===== config.mk =====
export PLATFORM = sky130hd
export DESIGN_NAME = mem_axil_master_bridge
export DESIGN_NICKNAME = d
export VERILOG_FILES = /design/src/rtl/mem_axil_master_bridge.sv
export SDC_FILE = /design/constraint.sdc
export NUM_CORES = 1
export LEC_CHECK = 0
export CORE_MARGIN = 2
export CORE_UTILIZATION = 35
export DETAILED_ROUTE_END_ITERATION = 16
export GPL_ROUTABILITY_DRIVEN = 0
export PLACE_DENSITY = 0.77
export SLEW_MARGIN = 20
export SYNTH_ARGS = -nofsm -noshare
export SYNTH_HDL_FRONTEND = slang
export SYNTH_SLANG_ARGS = --single-unit

===== constraint.sdc =====
create_clock -name clk_i -period 10.8 [get_ports clk_i]
set_clock_uncertainty 0.15 [all_clocks]
set_input_delay 1.62 -clock clk_i [delete_from_list [all_inputs] [get_ports clk_i]]
set_output_delay 1.62 -clock clk_i [all_outputs]
set_load 0.1 [all_outputs]

===== src/rtl/mem_axil_master_bridge.sv =====
// Data-memory request port to AXI-Lite master bridge.
// One outstanding transaction, one-cycle ack, watchdog timeout.
module mem_axil_master_bridge #(
  parameter int unsigned TIMEOUT_CYCLES = 1024,
  parameter int unsigned ADDR_W         = 32
) (
  input  logic              clk_i,
  input  logic              rst_i,
  input  logic              mem_req_i,
  input  logic              mem_we_i,
  input  logic [ADDR_W-1:0] mem_addr_i,
  input  logic [31:0]       mem_wdata_i,
  input  logic [3:0]        mem_wstrb_i,
  output logic              mem_busy_o,
  output logic              mem_ack_o,
  output logic [31:0]       mem_rdata_o,
  output logic              mem_err_o,
  output logic              m_awvalid_o,
  output logic [ADDR_W-1:0] m_awaddr_o,
  input  logic              m_awready_i,
  output logic              m_wvalid_o,
  output logic [31:0]       m_wdata_o,
  output logic [3:0]        m_wstrb_o,
  input  logic              m_wready_i,
  input  logic              m_bvalid_i,
  input  logic [1:0]        m_bresp_i,
  output logic              m_bready_o,
  output logic              m_arvalid_o,
  output logic [ADDR_W-1:0] m_araddr_o,
  input  logic              m_arready_i,
  input  logic              m_rvalid_i,
  input  logic [31:0]       m_rdata_i,
  input  logic [1:0]        m_rresp_i,
  output logic              m_rready_o
);

  localparam int unsigned CW =
    (TIMEOUT_CYCLES > 0) ? $clog2(TIMEOUT_CYCLES + 1) : 1;
  localparam logic [CW-1:0] TO_VAL = CW'(TIMEOUT_CYCLES);
  localparam bit TO_EN = (TIMEOUT_CYCLES != 0);

  typedef enum logic [1:0] {
    IDLE,
    WRITE,
    WRESP,
    READ
  } state_t;

  state_t        state;
  logic          aw_done;
  logic          w_done;
  logic [CW-1:0] cnt;

  logic          aw_hs;
  logic          w_hs;
  logic          b_hs;
  logic          ar_hs;
  logic          r_hs;
  logic          aw_done_n;
  logic          w_done_n;
  logic [CW-1:0] cnt_inc;
  logic          to_hit;

  assign aw_hs     = m_awvalid_o & m_awready_i;
  assign w_hs      = m_wvalid_o & m_wready_i;
  assign b_hs      = m_bready_o & m_bvalid_i;
  assign ar_hs     = m_arvalid_o & m_arready_i;
  assign r_hs      = m_rready_o & m_rvalid_i;
  assign aw_done_n = aw_done | aw_hs;
  assign w_done_n  = w_done | w_hs;
  assign cnt_inc   = cnt + CW'(1);
  // Fires on the edge where the busy-cycle count reaches the limit.
  assign to_hit    = TO_EN && (cnt_inc == TO_VAL);

  // Transaction FSM with all outputs registered.
  always_ff @(posedge clk_i or posedge rst_i) begin
    if (rst_i) begin
      state       <= IDLE;
      aw_done     <= 1'b0;
      w_done      <= 1'b0;
      cnt         <= '0;
      mem_busy_o  <= 1'b0;
      mem_ack_o   <= 1'b0;
      mem_rdata_o <= '0;
      mem_err_o   <= 1'b0;
      m_awvalid_o <= 1'b0;
      m_awaddr_o  <= '0;
      m_wvalid_o  <= 1'b0;
      m_wdata_o   <= '0;
      m_wstrb_o   <= '0;
      m_bready_o  <= 1'b0;
      m_arvalid_o <= 1'b0;
      m_araddr_o  <= '0;
      m_rready_o  <= 1'b0;
    end else begin
      mem_ack_o <= 1'b0;
      if (state != IDLE) cnt <= cnt_inc;
      unique case (state)
        IDLE: begin
          if (mem_req_i) begin
            cnt        <= '0;
            mem_busy_o <= 1'b1;
            aw_done    <= 1'b0;
            w_done     <= 1'b0;
            if (mem_we_i) begin
              state       <= WRITE;
              m_awaddr_o  <= mem_addr_i;
              m_wdata_o   <= mem_wdata_i;
              m_wstrb_o   <= mem_wstrb_i;
              m_awvalid_o <= 1'b1;
              m_wvalid_o  <= 1'b1;
            end else begin
              state       <= READ;
              m_araddr_o  <= mem_addr_i;
              m_arvalid_o <= 1'b1;
              m_rready_o  <= 1'b1;
            end
          end
        end
        WRITE: begin
          if (to_hit) begin
            m_awvalid_o <= 1'b0;
            m_wvalid_o  <= 1'b0;
            mem_ack_o   <= 1'b1;
            mem_err_o   <= 1'b1;
            mem_rdata_o <= '0;
            mem_busy_o  <= 1'b0;
            state       <= IDLE;
          end else begin
            aw_done <= aw_done_n;
            w_done  <= w_done_n;
            if (aw_hs) m_awvalid_o <= 1'b0;
            if (w_hs) m_wvalid_o <= 1'b0;
            if (aw_done_n && w_done_n) begin
              m_bready_o <= 1'b1;
              state      <= WRESP;
            end
          end
        end
        WRESP: begin
          if (b_hs || to_hit) begin
            m_bready_o  <= 1'b0;
            mem_ack_o   <= 1'b1;
            mem_err_o   <= b_hs ? (m_bresp_i != 2'b00) : 1'b1;
            mem_rdata_o <= '0;
            mem_busy_o  <= 1'b0;
            state       <= IDLE;
          end
        end
        READ: begin
          if (r_hs || to_hit) begin
            m_arvalid_o <= 1'b0;
            m_rready_o  <= 1'b0;
            mem_ack_o   <= 1'b1;
            mem_err_o   <= r_hs ? (m_rresp_i != 2'b00) : 1'b1;
            mem_rdata_o <= r_hs ? m_rdata_i : '0;
            mem_busy_o  <= 1'b0;
            state       <= IDLE;
          end else if (ar_hs) begin
            m_arvalid_o <= 1'b0;
          end
        end
      endcase
    end
  end

endmodule


==> flow_summary.json, run 1 <==
{
  "synth_top_area_share_pct": 63.0,
  "cts_hold_buf": 0,
  "synthArstFlopShare_pct": 100,
  "wl_met3_mm": 1.49,
  "tightest_slew_ns": 1.05,
  "synthFlopType": "dfrtp_1",
  "numPortBuffers": 252,
  "synth_nets": 547,
  "synthTopCellsByArea": "dfrtp_1, mux2_2, a22o_2",
  "dr.max_layer_used": "met4",
  "critical_path_buf_inv_count": 1,
  "register_area_um2": 3880,
  "yosys.area.top_type": "dfrtp_1",
  "vias": 4494,
  "die_h_um": 137,
  "syn2layout_area_growth_pct": 54.1,
  "layout_min_cycle_time_ns": 3.78,
  "slowest_delay_ns": 1.18,
  "worst_ep_required_time_ns": 9.03,
  "start_util_pct": 35.7,
  "wl_per_cell_um": 16.8,
  "run_status": "complete, no violations",
  "rows": 48,
  "clockRootBuffer": "clkbuf_16",
  "synthCells": 433,
  "ys_types": 41,
  "clkTransAtPathRegs_ns": 0.06,
  "postSynthAreaPerCell_um2": 14.2,
  "drive_above_1_share_pct": 24.6,
  "worstSetupPathType": "reg2out",
  "synth_area_um2": 6150,
  "grt_pass1_vias": 4606,
  "track_usage_pct": 16.7,
  "antenna_found_initial": 0,
  "fin_setup_tns_ns": 0,
  "clk_path_buf_depth": 2,
  "htreeDepth": 4,
  "ios": 253,
  "yosys_warnings": 0,
  "dp_hpwl_mm": 11.0,
  "fmax_mhz": 264,
  "viasPerCell": 4.88,
  "nFillCells": 1384,
  "drv_slew": 0,
  "timing.hold.ws_ns": 0.337,
  "first_iter_violations": 244,
  "final_cell_mix": "clkdlybuf4s50_1, dfrtp_1, mux2_2",
  "crit_family": "buffers and inverters",
  "cts_made_buffers": 17,
  "yosys_register_bits": 155,
  "critPathLaunchType": "flip-flop",
  "core_area_um2": 17200,
  "postCtsSetupBuffers": 0,
  "dr.pass1.iters": 4,
  "grt_max_degree": 80,
  "drt_wl_total_mm": 15.5,
  "finalSetupViolCount": 0,
  "insertion_delay_ns": 0.42,
  "drc_errors": 0,
  "die_w_um": 137,
  "cts_resized": 0,
  "fin_nets": 797,
  "die-area_um2": 18700,
  "rsz0062_at_grt": "no",
  "multi_input_area_um2": 2150,
  "yosysSeqAreaShare_pct": 63.0,
  "final_hold_viol_count": 0,
  "ant_nets": 0,
  "cts_tree": "built",
  "synth_edf_count": 0,
  "dr_wl_met2_mm": 7.72,
  "grt_pass1_wl_mm": 24.0,
  "fin_crit_sh_pct": 35.0,
  "hold_path_class": "reg2reg",
  "diodes": 0,
  "cts_sinks": 155,
  "cp_data_arrival_time_ns": 2.01,
  "cp_max_fo": 5,
  "cp-end-kind": "output port",
  "layout_commonest_cell": "clkdlybuf4s50_1",
  "crit_chain": "clkdlybuf4s50_1",
  "grt_overflow_total": 0,
  "drt-met1-wl_mm": 6.02,
  "cpMaxStageDelayCell": "clkdlybuf4s50_1",
  "relSlewSlack_pct": 30.1,
  "drv_cap": 0
}
synth_stat cells (3+ instances only):
master and n:
a21oi_1 6, a22o_1 5, a22o_2 28, a31oi_1 5, and3_1 4, buf_2 11
buf_6 3, clkbuf_1 8, dfrtp_1 155, inv_1 4, mux2_1 3, mux2_2 98
nand2_1 20, nand3_1 4, nand4_1 3, nor2_1 15, nor3_1 4, o21ai_0 24
o22ai_1 4, o31ai_1 4
registers in the layout, summed over array words and instances (netlist names):
| signal | count |
|---|---|
| mem_ack_o | 1 |
| aw_done | 1 |
| mem_err_o | 1 |
| m_awaddr_o | 32 |
| m_wdata_o | 32 |
| m_bready_o | 1 |
| m_rready_o | 1 |
| m_araddr_o | 32 |
| m_wstrb_o | 4 |
| m_awvalid_o | 1 |
| m_wvalid_o | 1 |
| state | 2 |
| mem_busy_o | 1 |
| w_done | 1 |
| m_arvalid_o | 1 |
| cnt | 11 |
| mem_rdata_o | 32 |
cell families after synthesis:
| group | share of synthesized area, % |
|---|---|
| flops | 63.0 |
| mux | 18.7 |
| compound gates | 10.6 |
| simple gates | 4.92 |
| buf+inv | 2.30 |
| xor+xnor | 0.285 |
| fa+ha+maj | 0.203 |
layout make-up:
| cell class | instances | area share [%] |
|---|---|---|
| Clock buffer | 18 | 4.63 |
| Timing Repair Buffer | 254 | 26.8 |
| Inverter | 4 | 0.211 |
| Tap cell | 225 | 2.97 |
| Multi-Input combinational cell | 251 | 22.6 |
| Sequential cell | 155 | 40.9 |
| Clock inverter | 14 | 1.90 |
layer usage:
layer | up-vias | GRT usage [%]
met5 | - | 0
met1 | 2206 | 19.1
met4 | 0 | 6.08
li1 | 2078 | -
met2 | 188 | 27.7
met3 | 22 | 7.59
path summary, 6_finish.rpt:
path / startpoint / endpoint / slack [ns] / depth (start not counted)
setup / recovery: m_wvalid_o$_DFFE_PP0P_ / m_wvalid_o / 7.02 / 1
hold / removal: m_araddr_o[1]$_DFFE_PP0P_ / m_araddr_o[1]$_DFFE_PP0P_ / 0.34 / 1
setup reg to reg: state[0]$_DFFE_PP0P_ / m_awaddr_o[5]$_DFFE_PP0P_ / 7.81 / 4
hold reg to reg: m_araddr_o[1]$_DFFE_PP0P_ / m_araddr_o[1]$_DFFE_PP0P_ / 0.34 / 1
max in group asynchronous: rst_i / m_araddr_o[31]$_DFFE_PP0P_ / 7.50 / 3
min in group asynchronous: rst_i / m_wdata_o[29]$_DFFE_PP0P_ / 1.53 / 2
metrics by stage:
step | setup slack [ns] | util, % | area, um^2 | instances
after floorplan | 4.85 | - | 6150 | 433
after global placement | 6.93 | 51.4 | 8860 | 889
after detailed placement | 6.74 | 51.4 | 8860 | 889
after CTS | 6.98 | 55.0 | 9480 | 921
after global routing | 6.95 | 55.0 | 9490 | 921
final | 7.02 | 55.0 | 9490 | 921
Power of run 1 is left out: the tool's default activity adds up to more than one toggle a clock period on the data nets, which glitch-free logic cannot reach.
==> run 2: changes to the inputs <==
==> constraint.sdc (replaced) <==
create_clock -name clk_i -period 3.82 [get_ports clk_i]
set_clock_uncertainty 0.15 [all_clocks]
set_input_delay 0.573 -clock clk_i [delete_from_list [all_inputs] [get_ports clk_i]]
set_output_delay 0.573 -clock clk_i [all_outputs]
set_load 0.1 [all_outputs]
==> run 2 against run 1 <==
Effect of this change:
- die area unchanged
- global-route usage up 0.78 points
- via count up 2.1%
- critical path depth unchanged
==> flow_summary.json, run 2 (synthesis gave the netlist of run 1 again) <==
{
  "final_cell_mix": "clkdlybuf4s50_1, dfrtp_1, mux2_2",
  "timing.hold.ws_ns": 0.336,
  "diodes": 0,
  "worstSetupPathType": "reg2out",
  "clk_path_buf_depth": 2,
  "cp_data_arrival_time_ns": 2.05,
  "rsz0062_at_grt": "no",
  "vias": 4590,
  "tightest_slew_ns": 1.05,
  "grt_pass1_vias": 4908,
  "cts_hold_buf": 0,
  "cts_resized": 0,
  "dr.pass1.iters": 4,
  "final_area_um2": 9540,
  "ant_nets": 0,
  "fin_setup_tns_ns": 0,
  "syn2layout_area_growth_pct": 55.1,
  "pre_cts_ws_ns": 1.03,
  "core_area_um2": 17200,
  "nFillCells": 1377,
  "crit_family": "buffers and inverters",
  "crit_chain": "clkdlybuf4s50_1",
  "wl_per_cell_um": 17.7,
  "multi_input_area_um2": 2140,
  "critPathLaunchType": "flip-flop",
  "worst_ep_required_time_ns": 3.10,
  "fin_crit_sh_pct": 72.6,
  "htreeDepth": 4,
  "antenna_found_initial": 2,
  "die_h_um": 137,
  "drc_errors": 0,
  "ios": 253,
  "relSlewSlack_pct": 29.9,
  "run_status": "complete, no violations",
  "numPortBuffers": 252,
  "layout_min_cycle_time_ns": 2.77,
  "fin_nets": 802,
  "die-area_um2": 18700,
  "slowest_delay_ns": 1.21,
  "drive_above_1_share_pct": 25.0,
  "postCtsSetupBuffers": 0,
  "fmax_mhz": 361,
  "grt_pass1_wl_mm": 25.2,
  "drv_cap": 0,
  "first_iter_violations": 189,
  "viasPerCell": 4.96,
  "critical_path_buf_inv_count": 1,
  "die_w_um": 137,
  "drt_wl_total_mm": 16.4,
  "track_usage_pct": 17.5,
  "cts_made_buffers": 17,
  "grt_overflow_total": 0,
  "rows": 48,
  "cts_tree": "built",
  "cp_max_fo": 5,
  "grt_max_degree": 71,
  "final_hold_viol_count": 0,
  "insertion_delay_ns": 0.42,
  "drv_slew": 0,
  "clkTransAtPathRegs_ns": 0.06,
  "clockRootBuffer": "clkbuf_16",
  "layout_commonest_cell": "clkdlybuf4s50_1",
  "dp_hpwl_mm": 11.5,
  "register_area_um2": 3880,
  "cpMaxStageDelayCell": "clkdlybuf4s50_1",
  "placed_area_um2": 8950,
  "finalSetupViolCount": 0,
  "fin_ws_ns": 1.05,
  "start_util_pct": 35.7,
  "hold_path_class": "reg2reg",
  "cp-end-kind": "output port",
  "cts_sinks": 155
}
[run 2: changes by cell type in the layout (fill, tap and decap cells not counted)]
cell / change
clkinvlp_4: +4
nor2_2: +1
buf_12: +4
nor2_4: -1
clkinv_2: -1
buf_4: +1
bufinv_16: -1
clkbuf_1: +1
inv_6: -3
clkbuf_8: +1
inv_8: -1
[run 2: final cells by class]
| cell class | instances | area share, % |
|---|---|---|
| Sequential cell | 155 | 40.6 |
| Clock buffer | 20 | 4.79 |
| Tap cell | 225 | 2.95 |
| Clock inverter | 12 | 1.46 |
| Inverter | 4 | 0.197 |
| Multi-Input combinational cell | 251 | 22.5 |
| Timing Repair Buffer | 259 | 27.5 |
[run 2: per-layer routing]
metal / track usage [%] / vias to the layer above / share of wire [%]
met5: 0 / - / 0.073
met2: 28.8 / 196 / 48
met4: 6.77 / 2 / 2.1
met3: 7.19 / 28 / 9.5
met1: 20.4 / 2270 / 40
li1: - / 2094 / -
[run 2: path summary, 6_finish.rpt]
| check | slack, ns | to | cells past startpoint | startpoint |
|---|---|---|---|---|
| setup / recovery | 1.05 | m_wvalid_o | 1 | m_wvalid_o$_DFFE_PP0P_ |
| hold / removal | 0.34 | m_araddr_o[0]$_DFFE_PP0P_ | 1 | m_araddr_o[0]$_DFFE_PP0P_ |
| setup reg to reg | 1.26 | mem_err_o$_DFFE_PP0P_ | 5 | cnt[6]$_DFF_PP0_ |
| hold reg to reg | 0.34 | m_araddr_o[0]$_DFFE_PP0P_ | 1 | m_araddr_o[0]$_DFFE_PP0P_ |
| max in group asynchronous | 2.18 | m_wstrb_o[2]$_DFFE_PP0P_ | 3 | rst_i |
| min in group asynchronous | 0.48 | m_wdata_o[12]$_DFFE_PP0P_ | 2 | rst_i |
[run 2: worst register-to-register path, stage by stage (launching register included)]
cell and delay [ns]:
dfrtp_1 0.52, nand4_4 0.16, o21a_1 0.23, o22a_2 0.24, a31oi_4 0.80, mux2_4 0.36
[run 2: metrics by stage]
stage          cells  util [%]
2_1_floorplan    433         -
3_3_place_gp     894      51.9
3_5_place_dp     894      51.9
4_1_cts          926      55.4
5_1_grt          926      55.4
6_report         926      55.4
Power of run 2 is left out for the same reason.
